<file path="src/rtl/osc_rst_seq.sv">
// Reset sequencer and clock-enable divider for the PLL clock domain: holds rst_out until lock
// has been stable for 2**STARTUP_W cycles, then runs N_CH phase-aligned enable/toggle channels.
module osc_rst_seq #(
    parameter int                    N_CH        = 4,
    parameter int                    DIV_W       = 8,
    parameter int                    STARTUP_W   = 4,
    parameter int                    SYNC_STAGES = 2,
    parameter logic [N_CH*DIV_W-1:0] DIV_INIT    = '0
) (
    input  logic             clk,
    input  logic             rst,
    input  logic             pll_lock,
    input  logic             div_wr,
    input  logic [3:0]       div_ch,
    input  logic [DIV_W-1:0] div_val,
    output logic             rst_out,
    output logic [N_CH-1:0]  ce,
    output logic [N_CH-1:0]  clkdiv,
    output logic [7:0]       relock_cnt
);

    typedef enum logic [1:0] {
        WAIT_LOCK = 2'd0,
        COUNT     = 2'd1,
        RUN       = 2'd2
    } state_t;

    state_t                        state_q, state_d;
    logic [SYNC_STAGES-1:0]        sync_q, sync_d;
    logic                          lock_s;
    logic [STARTUP_W-1:0]          st_cnt_q, st_cnt_d;
    logic                          rst_out_q, rst_out_d;
    logic [7:0]                    relock_q, relock_d;

    logic [N_CH-1:0][DIV_W-1:0]    cnt_q, cnt_d;
    logic [N_CH-1:0][DIV_W-1:0]    div_q, div_d;
    logic [N_CH-1:0][DIV_W-1:0]    shadow_q, shadow_d;
    logic [N_CH-1:0]               ce_q, ce_d;
    logic [N_CH-1:0]               clkdiv_q, clkdiv_d;
    logic [N_CH-1:0]               wr_hit, wrap;
    logic                          in_run, run_nxt;

    assign lock_s = sync_q[SYNC_STAGES-1];
    assign sync_d = {sync_q[SYNC_STAGES-2:0], pll_lock};

    always_ff @(posedge clk or posedge rst) begin
        if (rst) begin
            state_q   <= WAIT_LOCK;
            sync_q    <= '0;
            st_cnt_q  <= '0;
            rst_out_q <= 1'b1;
            relock_q  <= '0;
            cnt_q     <= '0;
            div_q     <= DIV_INIT;
            shadow_q  <= DIV_INIT;
            ce_q      <= '0;
            clkdiv_q  <= '0;
        end else begin
            state_q   <= state_d;
            sync_q    <= sync_d;
            st_cnt_q  <= st_cnt_d;
            rst_out_q <= rst_out_d;
            relock_q  <= relock_d;
            cnt_q     <= cnt_d;
            div_q     <= div_d;
            shadow_q  <= shadow_d;
            ce_q      <= ce_d;
            clkdiv_q  <= clkdiv_d;
        end
    end

    // Any captured dropout sends us back through the full startup count.
    always_comb begin
        state_d  = state_q;
        st_cnt_d = st_cnt_q;
        relock_d = relock_q;
        case (state_q)
            WAIT_LOCK: begin
                if (lock_s) begin
                    state_d  = COUNT;
                    st_cnt_d = '0;
                end
            end
            COUNT: begin
                if (!lock_s) begin
                    state_d = WAIT_LOCK;
                end else if (st_cnt_q == '1) begin
                    state_d = RUN;
                end else begin
                    st_cnt_d = st_cnt_q + 1'b1;
                end
            end
            RUN: begin
                if (!lock_s) begin
                    state_d = WAIT_LOCK;
                    if (relock_q != 8'hFF) begin
                        relock_d = relock_q + 8'd1;
                    end
                end
            end
            default: state_d = WAIT_LOCK;
        endcase
        rst_out_d = (state_d != RUN);
    end

    assign in_run  = (state_q == RUN);
    assign run_nxt = (state_d == RUN);

    // Outputs are computed from next-cycle counter/ratio so ce/clkdiv stay registered
    // yet line up with the cycle in which cnt equals the active ratio.
    always_comb begin
        wr_hit   = '0;
        wrap     = '0;
        shadow_d = shadow_q;
        div_d    = div_q;
        cnt_d    = '0;
        ce_d     = '0;
        clkdiv_d = '0;
        for (int i = 0; i < N_CH; i++) begin
            wr_hit[i]   = div_wr && (div_ch == 4'(i));
            shadow_d[i] = wr_hit[i] ? div_val : shadow_q[i];
            wrap[i]     = in_run && (cnt_q[i] == div_q[i]);
            // Active ratio only changes at a period boundary, never mid-period.
            if (wrap[i] || !in_run) begin
                div_d[i] = shadow_d[i];
            end
            if (!run_nxt || !in_run || wrap[i]) begin
                cnt_d[i] = '0;
            end else begin
                cnt_d[i] = cnt_q[i] + 1'b1;
            end
            ce_d[i]     = run_nxt && (cnt_d[i] == div_d[i]);
            clkdiv_d[i] = run_nxt && (clkdiv_q[i] ^ ce_d[i]);
        end
    end

    assign rst_out    = rst_out_q;
    assign ce         = ce_q;
    assign clkdiv     = clkdiv_q;
    assign relock_cnt = relock_q;

endmodule

</file>
<file path="config.mk">
export PLATFORM = sky130hd
export DESIGN_NAME = osc_rst_seq
export DESIGN_NICKNAME = d
export VERILOG_FILES = /design/src/rtl/osc_rst_seq.sv
export SDC_FILE = /design/constraint.sdc
export NUM_CORES = 1
export LEC_CHECK = 0
export ABC_AREA = 1
export BUFFER_PORTS_ARGS = -buffer_cell sky130_fd_sc_hd__buf_2
export CORE_MARGIN = 2
export CORE_UTILIZATION = 55
export CTS_BUF_LIST = sky130_fd_sc_hd__clkbuf_4
export CTS_CLUSTER_SIZE = 20
export DETAILED_ROUTE_END_ITERATION = 8
export MAX_ROUTING_LAYER = met4
export PLACE_DENSITY = 0.72
export SLEW_MARGIN = 20
export SYNTH_ARGS = -nofsm -noshare
export SYNTH_HDL_FRONTEND = slang
export SYNTH_SLANG_ARGS = --single-unit
</file>
<file path="constraint.sdc">
create_clock -name clk -period 12.4 [get_ports clk]
set_clock_uncertainty 0.15 [all_clocks]
set_input_delay 1.86 -clock clk [delete_from_list [all_inputs] [get_ports clk]]
set_output_delay 1.86 -clock clk [all_outputs]
set_load 0.02 [all_outputs]
</file>
==> Word level (Yosys, flattened, before mapping) <==
Cells that the tools add are included.
{ "totals": {"reg_bits": 121, "inputBits": 16, "output_inout_bits": 17, "word_cells": 103} }
{ "classes": {"n_addsub": 6, "n_eq_ne": 20, "n_mux": 21, "bitwise": 5, "n_reduce_logical": 32} }
{ "ops": {"columns": ["cell", "count"], "rows": [
  ["$mux 8", 12],
  ["$eq 8x8->1", 8],
  ["$add 8x1->8 const B", 5],
  ["$logic_and 1x1->1", 16],
  ["$mux 4", 3],
  ["$logic_or 1x1->1", 9],
  ["$eq 4x2->1 const B", 2],
  ["$mux 2", 4],
  ["$ne 2x2->1 const B", 4],
  ["$ne 8x8->1 const B", 1],
  ["$pmux 4 s2", 1],
  ["$pmux 2 s3", 1],
  ["$add 4x1->4 const B", 1],
  ["$eq 2x2->1 const B", 2],
  ["$eq 4x1->1 const B", 1],
  ["$eq 4x4->1 const B", 1],
  ["$logic_not 4->1", 1],
  ["$reduce_and 4->1", 1],
  ["$xor 1x1->1", 4],
  ["$reduce_and 3->1", 1],
  ["$eq 2x1->1 const B", 1],
  ["$logic_not 1->1", 2],
  ["$logic_not 2->1", 1],
  ["$reduce_bool 2->1", 1],
  ["$not 1->1", 1]
]} }

==> Longest topological paths before layout <==
Gate-level depths: netlist (run 1).
{ "depth": {"depth_word": 13, "depth_mapped": 18, "mapped_depth_nobuf": 18} }

==> Least setup slack after synthesis (run 1) <==
OpenSTA, ideal clock, no wires.
{ "synth_timing": {"path_kind": "input-to-reg", "from": "input port div_ch[3]", "to": "register clkdiv_q[0], in the netlist clkdiv[0]", "setup_time_ps": 120, "arrival_ps": 3133, "required_ps": 12130, "slack_ps": 8997, "stages": 11, "n_path_buf": 1, "cell_sequence": "nor2_4 nand3_2 buf_2 o21ai_0 nand2_1 nand3_1 nand2_1 nor2_2 nand3_1 nor3_2 nor2_1"} }
{ "synth_via": {"elab_chain_len": 8} }
{ "synth_rtl": {"columns": ["item", "line_no", "source"], "rows": [
  ["start: declaration", "14", "input logic [3:0] div_ch,"],
  ["$logic_not 4->1", "120", "wr_hit[i] = div_wr && (div_ch == 4'(i));"],
  ["$logic_and 1x1->1", "120", null],
  ["$mux 8", "121", "shadow_d[i] = wr_hit[i] ? div_val : shadow_q[i];"],
  ["$mux 8", "124", "if (wrap[i] || !in_run) begin"],
  ["$eq 8x8->1", "132", "ce_d[i] = run_nxt && (cnt_d[i] == div_d[i]);"],
  ["$logic_and 1x1->1", "132", null],
  ["$xor 1x1->1", "133", "clkdiv_d[i] = run_nxt && (clkdiv_q[i] ^ ce_d[i]);"],
  ["$logic_and 1x1->1", "133", null],
  ["via clkdiv_d[0]", "39", "logic [N_CH-1:0] clkdiv_q, clkdiv_d;"],
  ["end signal: assignment", "68", "clkdiv_q <= clkdiv_d;"],
  ["end: declaration", "39", null]
]} }
The timed path passes the listed nets, and every way through them passes these cells.
A chain may end at the register's enable or synchronous reset.

==> metrics.log, run 1 <==
[metrics] largest area contributor in the netlist: dfrtp_1
[metrics] crit path buf inv count: 2
[metrics] cells on worst reg2reg path: 12
[metrics] detailed-route wire length: 16,720 um
[metrics] final worst path period need: between 3 and 4 ns
[metrics] WHS: between 0.2 and 0.25 ns
[metrics] routed length per instance: around 13 um
[metrics] final HPWL from detailed placement: roughly 12,000 um
[metrics] core area: about 13,000 um2
[metrics] Setup-failing EPs final: 0
[metrics] worst-case clock buffer depth: 2
[metrics] worst hold stages: 0
[metrics] cell area after synthesis: ~7500 um2
[metrics] number of sinks driven by the clock tree: 121
[metrics] number of cells produced by synthesis: around 1.1k
[metrics] total negative slack for setup checks: 0 ns
[metrics] hold buffers post-CTS: 0
[metrics] number of flops mapped to enable cells by yosys: 0
[metrics] worst skew pair latency: roughly 0.54 ns
[metrics] top area cells in the synthesized netlist: dfrtp_1 (40%), nand2_1 (19%), inv_1 (9.9%), nand3_1 (6.2%), nor2_1 (4.3%)
[metrics] flop and latch count out of synthesis: roughly 120
[metrics] fillcell total: 1,297
[metrics] vias in the first global route: between 6k and 7k
[metrics] part of the total power dissipated in sequential elements: 0.485
[metrics] highest clock rate: 304.1 MHz
[metrics] Distinct cells, synth: 40
[metrics] detailed-route vias per instance: about 5
[metrics] number of pins with negative max-slew slack in the final report: 0
[metrics] total number of nets in the final design: approximately 1.1k
[metrics] GRT Overall Usage: 0.2546
[metrics] cell area after placement: around 7700 um2
[metrics] chip height: ~120 um
[metrics] highest cell delay on the worst timing path: between 0.3 and 0.4 ns
[metrics] share of flip-flops with an asynchronous set or reset: 1.000
[metrics] type of element capturing the critical path: register
[metrics] ratio of total power to cell area: 119.6 nW/um2
[metrics] sequential element share of the synthesized area: 0.4046
[metrics] hold violation count in the final report: 0
[metrics] CP cell instances: buf_2 -> nor2_4 -> nand3_4 -> o21ai_0 -> inv_1 -> nand2_1 -> nand2_1 -> nand2_1 -> nand2_1 -> nor3_1 -> nor4b_2
[metrics] largest fanout of any net on the critical path: 16
[metrics] setup repair after global routing missed its margin: false
[metrics] CTS tree: built
[metrics] final total power: ~0.96 mW
[metrics] switching pwr: just over 0.3 mW
[metrics] via count of the routed design: about 6.4k
[metrics] core utilization of the finished layout: 0.6038
[metrics] worst setup timing slack at the placement stage: approximately 8.6 ns
[metrics] violation count after the first detailed-route iteration: about 530
[metrics] Die ar.: 14,560 um2
[metrics] post-cts gate resize count: 0
[metrics] total stage count of the critical path: 11
[metrics] number of max-cap violations: 0
[metrics] result of the run: completed
[metrics] ratio of final minimum period to clock period: 0.2652
[metrics] initial cell density of the core: 0.5653
[metrics] aggregate global routing overflow: 0
[metrics] number of placement rows: 42
[metrics] type of the setup path with the least slack: in2reg
[metrics] clock power share: 0.304
[metrics] gpl congestion: approximately 0.9
[metrics] antenna viol nets, final: 0
[metrics] Inserted Diodes: 0
[metrics] Data required, critical path: roughly 13 ns
[metrics] Horiz. Die Dim: roughly 120 um
[metrics] startpoint type of the worst setup path: input pin
[metrics] count of pins on the block boundary: 33
[metrics] internal power consumption: roughly 0.65 mW
[metrics] proportion of layout cells with a drive suffix above 1: 0.09760
[metrics] relative slew slack: 0.4721
[metrics] cell chosen for the clock root: clkbuf_4
[metrics] final instance area: about 8000 um2
[metrics] library cell contributing the largest single delay on the critical path: o21ai_0
[metrics] number of design rule violations left after detail routing: 0
[metrics] Top Family by Delay on Critical Path: simple AND/OR/NAND/NOR gates
[metrics] initial antenna violation count: 0
[metrics] VDD IR-drop max: 0.00008396 V
[metrics] # Post-CTS Setup Buffers: 0
[metrics] slew at the pin with the worst max-slew slack: around 0.79 ns
[metrics] H-tree lvl count: 4
[metrics] Logic pwr share: 0.211
[metrics] most used cells in the layout excluding fill and tap cells: nand2_1 (382), inv_1 (197), dfrtp_1 (120), nand3_1 (92), nor2_1 (86)
[metrics] ys flop type: dfrtp_1
[metrics] cell type with the highest occurrence count on the critical path: nand2_1
[metrics] Post-Syn Area per Cell: 6.931 um2
[metrics] first-pass GRT wire length: ~28,000 um
[metrics] area added between synthesis and finish: 6.819%
[metrics] post-layout worst setup margin: roughly 9.1 ns
[metrics] pin count of the biggest net entering global routing: 68
[metrics] IO buf count: 32
[metrics] placed cell count: between 1k and 1.5k
[metrics] Inserted Clock Buffers: 17
[metrics] worst hold-check path type: reg2reg
[metrics] top-area cell type share of the netlist area: 0.4011
[metrics] first drt pass iteration count: 5
[metrics] worst endpoint data arrival time: 3.58 ns
[metrics] most common cell after layout, fill and taps aside: nand2_1
[metrics] leakage power of the design: between 4 and 5 nW
[metrics] CTS clock-pin slew for the worst setup and hold paths: 0.11 ns
[metrics] post-synth net total: 1,102
[metrics] net switching fraction of the power: 0.3232
[metrics] final cell count without fillers: around 1.3k
[metrics] Ys Warns: 0
## power by group through the flow
stage	combinational [mW]	clock, mW	sequential, mW
finish	0.201	0.291	0.464
global route	0.235	0.318	0.470
CTS	0.202	0.299	0.464
detailed placement	0.201	0	0.472
global placement	0.197	0	0.470
floorplan	0.159	0	0.465
## state kept, by name, indices dropped and copies added (netlist names)
register    cells
ce              4
clkdiv          4
cnt_q          32
div_q          32
relock_cnt      8
rst_out         1
shadow_q       32
st_cnt_q        4
state_q         2
sync_q          2
## kinds of logic (layout without fill, tap and decap cells)
family | after synthesis | in the layout | share of synthesized area
xor gates and xnor gates | 28 | 28 | 0.03276
adders and majority gates | 6 | 6 | 0.01003
muxes | 1 | 1 | 0.001337
AOI/OAI and AO/OA | 54 | 54 | 0.04446
buffers and inverters | 226 | 273 | 0.1285
and+or+nand+nor | 644 | 644 | 0.3782
DFF | 121 | 121 | 0.4046
## layout make-up
type                            count  area (um2)  area share
Timing Repair Buffer               35       182.7     0.02284
Inverter                          206       778.2     0.09732
Multi-Input combinational cell    733        3495      0.4370
Clock buffer                       18       135.1     0.01690
Clock inverter                     14       156.4     0.01956
Sequential cell                   121        3029      0.3788
Tap cell                          176       220.2     0.02754
## final timing paths
| check | slack, ns | startpoint | endpoint |
|---|---|---|---|
| worst max-delay path | 9.11 | div_ch[3] | ce[3] |
| min in group asynchronous | 1.32 | rst | shadow_q[12] |
| worst max register to register | 9.36 | state_q[0] | clkdiv[1] |
| max in group asynchronous | 9.58 | rst | div_q[25] |
| worst min-delay path | 0.22 | sync_q[0] | sync_q[1] |
| worst min register to register | 0.22 | sync_q[0] | sync_q[1] |
## cells in the mapped netlist (2+ instances only)
library cell / instances
nand3b_1: 3
dfrtp_1: 120
xnor2_1: 11
nor2_1: 86
clkbuf_1: 3
xor2_1: 17
a21oi_1: 3
nand3_1: 92
nand3_2: 3
nor2_4: 2
buf_6: 11
o21bai_1: 3
o21ai_2: 7
ha_1: 6
nor3b_1: 2
nand2_1: 382
nor3_1: 8
o21ai_1: 4
nand4_1: 33
nor4_1: 2
inv_2: 7
and2_1: 7
o21ai_0: 25
o21a_1: 11
nor2_8: 2
nand3_4: 2
nor2_2: 6
inv_1: 198
nand2_2: 10
buf_4: 3
nor3_2: 2
## worst reg2reg max path, cell delays in order (launching register included)
cell and delay (ns):
dfrtp_1 0.48, nor2_8 0.62, inv_4 0.18, nor2_4 0.51, a31oi_1 0.14, inv_2 0.26
nand2_1 0.09, nor2_1 0.10, nand2_1 0.10, nor2_1 0.13, nand3_1 0.08, nand2_1 0.06
nor2_1 0.04
## routing by layer
metal	global-route usage	routed length, um	vias up
li1	-	-	3383
met1	0.3301	7838	2895
met2	0.4107	7899	134
met3	0.05189	796	19
met4	0.06759	180	0
met5	-	0	-
(Power assumes the default switching activity.)
==> run 2, diff against run 1 <==
--- a/config.mk
+++ b/config.mk
@@ -5,7 +5,7 @@
 export SDC_FILE = /design/constraint.sdc
 export NUM_CORES = 1
 export LEC_CHECK = 0
-export ABC_AREA = 1
+export ABC_AREA = 0
 export BUFFER_PORTS_ARGS = -buffer_cell sky130_fd_sc_hd__buf_2
 export CORE_MARGIN = 2
 export CORE_UTILIZATION = 55
@@ -13,7 +13,7 @@
 export CTS_CLUSTER_SIZE = 20
 export DETAILED_ROUTE_END_ITERATION = 8
 export MAX_ROUTING_LAYER = met4
-export PLACE_DENSITY = 0.72
+export PLACE_DENSITY = 0.73
 export SLEW_MARGIN = 20
 export SYNTH_ARGS = -nofsm -noshare
 export SYNTH_HDL_FRONTEND = slang
==> constraint.sdc (replaced) <==
create_clock -name clk -period 3.4 [get_ports clk]
set_clock_uncertainty 0.15 [all_clocks]
set_input_delay 0.51 -clock clk [delete_from_list [all_inputs] [get_ports clk]]
set_output_delay 0.51 -clock clk [all_outputs]
set_load 0.02 [all_outputs]
==> run 2 against run 1 <==
  * The flow now finishes with violations (hold timing)
  * Combinational power rose to 2.9 times the previous value
  * Sequential cell count unchanged
  * Global-route usage down 1.3 points
  * First-iteration DRC count down 45%
  * Total power rose to 3.7 times the previous value
  * Clock power rose to 4.0 times the previous value
  * Hold slack worse by 0.27 ns
  * Cell count down 41%
  * Sequential share of layout area up 5.6 points
  * Critical endpoint is now clkdiv[0]
  * Largest cell class unchanged
==> metrics.log, run 2 <==
[metrics] antenna viol nets, final: 0
[metrics] VDD IR-drop max: around 0.00033 V
[metrics] Inserted Clock Buffers: 17
[metrics] number of design rule violations left after detail routing: 0
[metrics] initial antenna violation count: 0
[metrics] Ys Warns: 0
[metrics] number of placement rows: 39
[metrics] worst endpoint data arrival time: a little over 3 ns
[metrics] final HPWL from detailed placement: 9378 um
[metrics] proportion of layout cells with a drive suffix above 1: 0.2254
[metrics] number of flops mapped to enable cells by yosys: 0
[metrics] ys flop type: dfrtp_1
[metrics] vias in the first global route: 4,636
[metrics] Setup-failing EPs final: 0
[metrics] first-pass GRT wire length: approximately 23,000 um
[metrics] total met3 wirelength after detailed routing: a little under 600 um
[metrics] initial cell density of the core: 0.5580
[metrics] count of pins on the block boundary: 33
[metrics] number of sinks driven by the clock tree: around 120
[metrics] Top Family by Delay on Critical Path: simple AND/OR/NAND/NOR gates
[metrics] worst flop-to-flop path startpoint: div_q[1]
[metrics] chip height: between 100 and 150 um
[metrics] detailed-route vias per instance: between 5 and 6
[metrics] met1 wire length: between 5000 and 6000 um
[metrics] most used cells in the layout excluding fill and tap cells: dfrtp_1 (120), nor2_1 (57), xnor2_1 (55), mux2_2 (49), buf_2 (32)
[metrics] number of cells produced by synthesis: 574
[metrics] cell area after placement: ~6600 um2
[metrics] total negative slack for setup checks: 0 ns
[metrics] sequential element share of the synthesized area: 0.4816
[metrics] core area: between 10,000 and 15,000 um2
[metrics] crit path buf inv count: 0
[metrics] relative slew slack: 0.4758
[metrics] highest cell delay on the worst timing path: roughly 0.56 ns
[metrics] synth cell count leaders: dfrtp_1 (120), nor2_1 (57), xnor2_1 (55)
[metrics] post-cts gate resize count: 0
[metrics] most common cell after layout, fill and taps aside: dfrtp_1
[metrics] post-synth net total: around 600
[metrics] top-area cell type share of the netlist area: 0.4774
[metrics] total number of nets in the final design: around 640
[metrics] gpl congestion: about 0.9
[metrics] via count of the routed design: 4,496
[metrics] CTS clock-pin slew for the worst setup and hold paths: approximately 0.10 ns
[metrics] library cell contributing the largest single delay on the critical path: or4_4
[metrics] ratio of total power to cell area: 506.8 nW/um2
[metrics] failing checks: hold timing
[metrics] share of flip-flops with an asynchronous set or reset: 1.000
[metrics] highest clock rate: roughly 360 MHz
[metrics] cells on worst reg2reg path: 7
[metrics] top routing layer in use: met4
[metrics] detailed-route wire length: around 13,000 um
[metrics] worst-case register-to-register setup slack: about 0.61 ns
[metrics] CTS tree: built
[metrics] Distinct cells, synth: 77
[metrics] ratio of final minimum period to clock period: 0.8196
[metrics] CP cell instances: xor2_1 -> or4_4 -> o21ai_4 -> mux2i_1 -> o22a_1 -> and4bb_4 -> mux2i_1
[metrics] Data required, critical path: around 3.7 ns
[metrics] hold violation count in the final report: 11
[metrics] cell type with the highest occurrence count on the critical path: mux2i_1
[metrics] last element of the critical path: clkdiv[0]
[metrics] cell area after synthesis: about 6300 um2
[metrics] aggregate global routing overflow: 0
[metrics] most common cell in the synthesized netlist: dfrtp_1
[metrics] largest area contributor in the netlist: dfrtp_1
[metrics] flop and latch count out of synthesis: between 100 and 150
[metrics] worst hold-check path type: in2async
[metrics] type of element capturing the critical path: register
[metrics] final worst path period need: roughly 2.8 ns
[metrics] result of the run: complete, but fails checks
[metrics] setup repair after global routing missed its margin: false
[metrics] total stage count of the critical path: 7
[metrics] final instance area: between 6000 and 7000 um2
[metrics] Top Registers: cnt_q (32), div_q (32), shadow_q (32)
[metrics] violation count after the first detailed-route iteration: 290
[metrics] Critical R2R Capture: clkdiv[0]
[metrics] top area cells in the synthesized netlist: dfrtp_1 (48%), mux2_2 (8.8%), xnor2_1 (7.7%), nor2_1 (3.4%), mux2i_1 (2.2%)
[metrics] pin count of the biggest net entering global routing: approximately 120
[metrics] leakage power of the design: 2.972 nW
[metrics] Horiz. Die Dim: between 100 and 150 um
[metrics] number of pins with negative max-slew slack in the final report: 0
[metrics] IO buf count: 32
[metrics] Inserted Diodes: 0
[metrics] # Post-CTS Setup Buffers: 0
[metrics] cell chosen for the clock root: clkbuf_4
[metrics] startpoint type of the worst setup path: register
[metrics] worst skew pair latency: ~0.52 ns
[metrics] hold buffers post-CTS: 1
[metrics] type of the setup path with the least slack: reg2reg
[metrics] slew at the pin with the worst max-slew slack: roughly 0.8 ns
[metrics] routed wire length on met2: 6671 um
[metrics] first drt pass iteration count: 5
[metrics] largest fanout of any net on the critical path: 12
[metrics] worst-case clock buffer depth: 2
[metrics] area added between synthesis and finish: 10.70%
[metrics] GRT Overall Usage: 0.2419
[metrics] routed length per instance: 17.31 um
[metrics] number of max-cap violations: 0
[metrics] H-tree lvl count: 4
[metrics] Post-Syn Area per Cell: 10.96 um2
[metrics] Die ar.: around 12,000 um2
[metrics] WHS: -0.05478 ns
[metrics] Worst setup startpoint: div_q[1]
==> run 2: cell types whose count changed after synthesis, sizes merged, moves of 36 or more <==
cell | before | now
nand2 | 393 | 29
xnor2 | 11 | 55
inv | 206 | 22
nor2 | 96 | 60
nand3 | 97 | 18
mux2 | 0 | 54
==> run 2: report_power, final <==
group	total (mW)	internal (mW)	switching, mW
sequential	1.78	1.62	0.165
combinational	0.584	0.301	0.283
clock	1.16	0.645	0.515
total	3.53	2.57	0.963
==> run 2: cells by family (layout without fill, tap and decap cells) <==
kind of cell | after synthesis | after routing | share of synthesized area
mux | 68 | 68 | 0.1202
buf+inv | 38 | 94 | 0.02526
flops | 121 | 121 | 0.4816
simple gates | 183 | 183 | 0.1589
fa+ha+maj | 6 | 6 | 0.01194
compound gates | 87 | 87 | 0.1011
xor+xnor | 71 | 71 | 0.1011
==> run 2: area by class of cell <==
| class | count | area (um2) |
|---|---|---|
| clock buffers | 18 | 135.1 |
| clock inverters | 12 | 181.4 |
| fillers | 920 | 4309 |
| inverters | 22 | 86.33 |
| multi-input cells | 415 | 3102 |
| flip-flops and latches | 121 | 3029 |
| well taps | 143 | 178.9 |
| repair buffers | 42 | 250.2 |
==> run 2: how the worst min path moves through the flow <==
stage / start / end / depth (start not counted)
after floorplan: sync_q[0] / sync_q[1] / 0
after global placement: sync_q[0] / sync_q[1] / 0
after detailed placement: sync_q[0] / sync_q[1] / 0
after CTS: rst / cnt_q[15] / 3
after global routing: rst / shadow_q[6] / 3
final: rst / shadow_q[7] / 3
==> run 2: tightest hold or removal path, cell delays in order <==
cell and delay, ns:
buf_2 0.11, clkinvlp_4 0.07, buf_12 0.40
==> run 2: routing by layer <==
layer | track usage | up-vias
met5 | - | -
met4 | 0.09333 | 0
met3 | 0.05741 | 23
met2 | 0.3796 | 112
met1 | 0.3075 | 2221
li1 | - | 2140
==> run 2: stage by stage <==
step	power, mW	worst slack, ns	instances	utilization
floorplan	2.221	0.6911	574	-
global placement	2.357	0.4581	742	0.5887
detailed placement	2.393	0.3909	742	0.5887
CTS	3.555	0.6340	773	0.6177
global route	3.702	0.4675	773	0.6177
finish	3.529	0.6134	773	0.6177
==> run 3, diff against run 2 <==
--- a/config.mk
+++ b/config.mk
@@ -5,7 +5,7 @@
 export SDC_FILE = /design/constraint.sdc
 export NUM_CORES = 1
 export LEC_CHECK = 0
-export ABC_AREA = 0
+export ABC_AREA = 1
 export BUFFER_PORTS_ARGS = -buffer_cell sky130_fd_sc_hd__buf_2
 export CORE_MARGIN = 2
 export CORE_UTILIZATION = 55
@@ -13,7 +13,7 @@
 export CTS_CLUSTER_SIZE = 20
 export DETAILED_ROUTE_END_ITERATION = 8
 export MAX_ROUTING_LAYER = met4
-export PLACE_DENSITY = 0.73
+export PLACE_DENSITY = 0.72
 export SLEW_MARGIN = 20
 export SYNTH_ARGS = -nofsm -noshare
 export SYNTH_HDL_FRONTEND = slang
==> constraint.sdc (replaced) <==
create_clock -name clk -period 2.8 [get_ports clk]
set_clock_uncertainty 0.15 [all_clocks]
set_input_delay 0.42 -clock clk [delete_from_list [all_inputs] [get_ports clk]]
set_output_delay 0.42 -clock clk [all_outputs]
set_load 0.02 [all_outputs]
==> run 3 against run 2 <==
  * Via count is 44% higher
  * Core utilization is 0.86 points lower
  * Fmax is 15% higher
  * Non-clock buffer count is 2 higher
  * Sequential cell count stayed put
  * Combinational power is 55% higher
  * The flow now finishes without violations
  * Cell count is 70% higher
  * Sequential share of layout area is 6.0 points lower
  * Clock power is 6% higher
  * First-iteration DRC count is 66% higher
==> metrics.log, run 3 (same netlist as run 1, synthesis figures left out) <==
[metrics] initial cell density of the core: 0.5653
[metrics] most used cells in the layout excluding fill and tap cells: nand2_1 (382), inv_1 (197), dfrtp_1 (120), nand3_1 (92), nor2_1 (86)
[metrics] initial antenna violation count: 1
[metrics] cells on worst reg2reg path: 14
[metrics] gpl congestion: 0.9005
[metrics] GRT Overall Usage: 0.2631
[metrics] Setup-failing EPs final: 0
[metrics] worst endpoint data arrival time: ~2.7 ns
[metrics] via count of the routed design: 6,491
[metrics] number of max-cap violations: 0
[metrics] antenna viol nets, final: 0
[metrics] worst hold stages: 3
[metrics] vias in the first global route: 6,175
[metrics] VDD IR-drop max: a little under 0.0004 V
[metrics] ratio of total power to cell area: about 520 nW/um2
[metrics] first drt pass iteration count: 5
[metrics] largest fanout of any net on the critical path: 8
[metrics] startpoint type of the worst setup path: register
[metrics] violation count after the first detailed-route iteration: 481
[metrics] Inserted Clock Buffers: 17
[metrics] worst-case clock buffer depth: 2
[metrics] worst-case register-to-register setup slack: about 0.37 ns
[metrics] type of element capturing the critical path: register
[metrics] number of design rule violations left after detail routing: 0
[metrics] number of pins with negative max-slew slack in the final report: 0
[metrics] worst skew pair latency: between 0.5 and 0.6 ns
[metrics] H-tree lvl count: 4
[metrics] CTS clock-pin slew for the worst setup and hold paths: approximately 0.11 ns
[metrics] last element of the critical path: clkdiv[0]
[metrics] CP cell instances: inv_1 -> nand2_1 -> nand2_1 -> nor2_1 -> nand2_1 -> nor2_1 -> nor2_1 -> nand4_1 -> nand2_1 -> nor2_1 -> nand2_1 -> nor2_1 -> o21bai_1 -> nor2_1
[metrics] IO buf count: 32
[metrics] cell type with the highest occurrence count on the critical path: nor2_1
[metrics] core area: approximately 13,000 um2
[metrics] most common cell after layout, fill and taps aside: nand2_1
[metrics] Die ar.: around 15,000 um2
[metrics] hold violation count in the final report: 0
[metrics] number of placement rows: 42
[metrics] chip height: roughly 120 um
[metrics] Data required, critical path: just over 3 ns
[metrics] final HPWL from detailed placement: roughly 13,000 um
[metrics] setup repair after global routing missed its margin: false
[metrics] worst setup timing slack at the placement stage: 0.4431 ns
[metrics] placed cell count: approximately 1.3k
[metrics] highest cell delay on the worst timing path: around 0.55 ns
[metrics] slew at the pin with the worst max-slew slack: 0.7539 ns
[metrics] final cell count without fillers: about 1.3k
[metrics] result of the run: completed
[metrics] first-pass GRT wire length: around 29,000 um
[metrics] total number of nets in the final design: roughly 1.1k
[metrics] proportion of layout cells with a drive suffix above 1: 0.1039
[metrics] area added between synthesis and finish: 7.755%
[metrics] number of sinks driven by the clock tree: 121
[metrics] Critical R2R Capture: clkdiv[0]
[metrics] Top Registers: cnt_q (32), div_q (32), shadow_q (32)
[metrics] final total power: about 4.2 mW
[metrics] final worst path period need: about 2.4 ns
[metrics] pin count of the biggest net entering global routing: 31
[metrics] Horiz. Die Dim: between 100 and 150 um
[metrics] post-cts gate resize count: 0
[metrics] worst flop-to-flop path startpoint: cnt_q[0]
[metrics] post-layout worst setup margin: ~0.37 ns
[metrics] detailed-route wire length: about 17,000 um
[metrics] ratio of final minimum period to clock period: 0.8673
[metrics] fillcell total: between 1k and 1.5k
[metrics] worst hold-check path type: in2reg
[metrics] aggregate global routing overflow: 0
[metrics] cell chosen for the clock root: clkbuf_4
[metrics] total negative slack for setup checks: 0 ns
[metrics] routed length per instance: about 13 um
[metrics] leakage power of the design: approximately 4.6 nW
[metrics] count of pins on the block boundary: 33
[metrics] Worst setup startpoint: cnt_q[0]
[metrics] detailed-route vias per instance: 4.944
[metrics] CTS tree: built
[metrics] highest clock rate: 411.8 MHz
[metrics] type of the setup path with the least slack: reg2reg
[metrics] relative slew slack: 0.4951
[metrics] library cell contributing the largest single delay on the critical path: nor2_1
[run 3: changes by cell type in the layout (fill, tap and decap cells not counted), sizes merged, moves of 23 or more]
cell and change:
nand4 +23, mux2 -54, inv +184, nor2 +36, xnor2 -44, nand2 +364
nand3 +79
[run 3: power by group]
group	switching, mW	total [mW]	internal (mW)
combinational	0.589	0.907	0.318
clock	0.650	1.23	0.579
sequential	0.119	2.06	1.94
[run 3: area by class of cell]
class / count / area, um2 / share of cell area
inverter: 206 / 779.5 / 0.09663
clock buffer: 23 / 172.7 / 0.02141
clock inverter: 9 / 100.1 / 0.01241
antenna: 1 / 2.502 / 0.0003102
timing repair buffer: 44 / 267.8 / 0.03319
tap: 176 / 220.2 / 0.02730
multi-input combinational: 733 / 3495 / 0.4332
sequential: 121 / 3029 / 0.3755
[run 3: metrics by stage]
stage,utilization,hold slack (ns),cell area [um2]
after floorplan,-,0.1812,7490
after global placement,0.5868,0.1900,7771
after detailed placement,0.5868,0.1864,7771
after CTS,0.6089,0.004507,8064
after global routing,0.6091,0.01497,8066
final,0.6091,0.02704,8066
[run 3: critical path: cells and delay by family (launching register included)]
| kind | cells | cell delay [ns] |
|---|---|---|
| simple gates | 12 | 1.51 |
| compound gates | 1 | 0.12 |
| flops | 1 | 0.43 |
| buf+inv | 1 | 0.11 |
[run 3: metal layers]
metal / global-route usage / vias to the layer above / part of all wire
met5: - / - / 0
met4: 0.07994 / 0 / 0.016
met3: 0.04292 / 25 / 0.046
met2: 0.4216 / 141 / 0.47
met1: 0.3462 / 2935 / 0.47
li1: - / 3390 / -
[run 3: worst min-delay path by stage]
stage                     startpoint           end  slack (ns)
after global placement     sync_q[0]     sync_q[1]        0.19
after global routing      div_val[0]   shadow_q[8]        0.01
after CTS                 div_val[7]  shadow_q[31]       0.005
final                     div_val[7]  shadow_q[31]        0.03
after floorplan            sync_q[0]     sync_q[1]        0.18
after detailed placement   sync_q[0]     sync_q[1]        0.19
[run 3: what timing repair did]
| item | 4_1_cts | 5_1_grt |
|---|---|---|
| hold buffers | 2 | 0 |
| endpoints found under the hold margin | 25 | 0 |
| setup buffers | 0 | 0 |
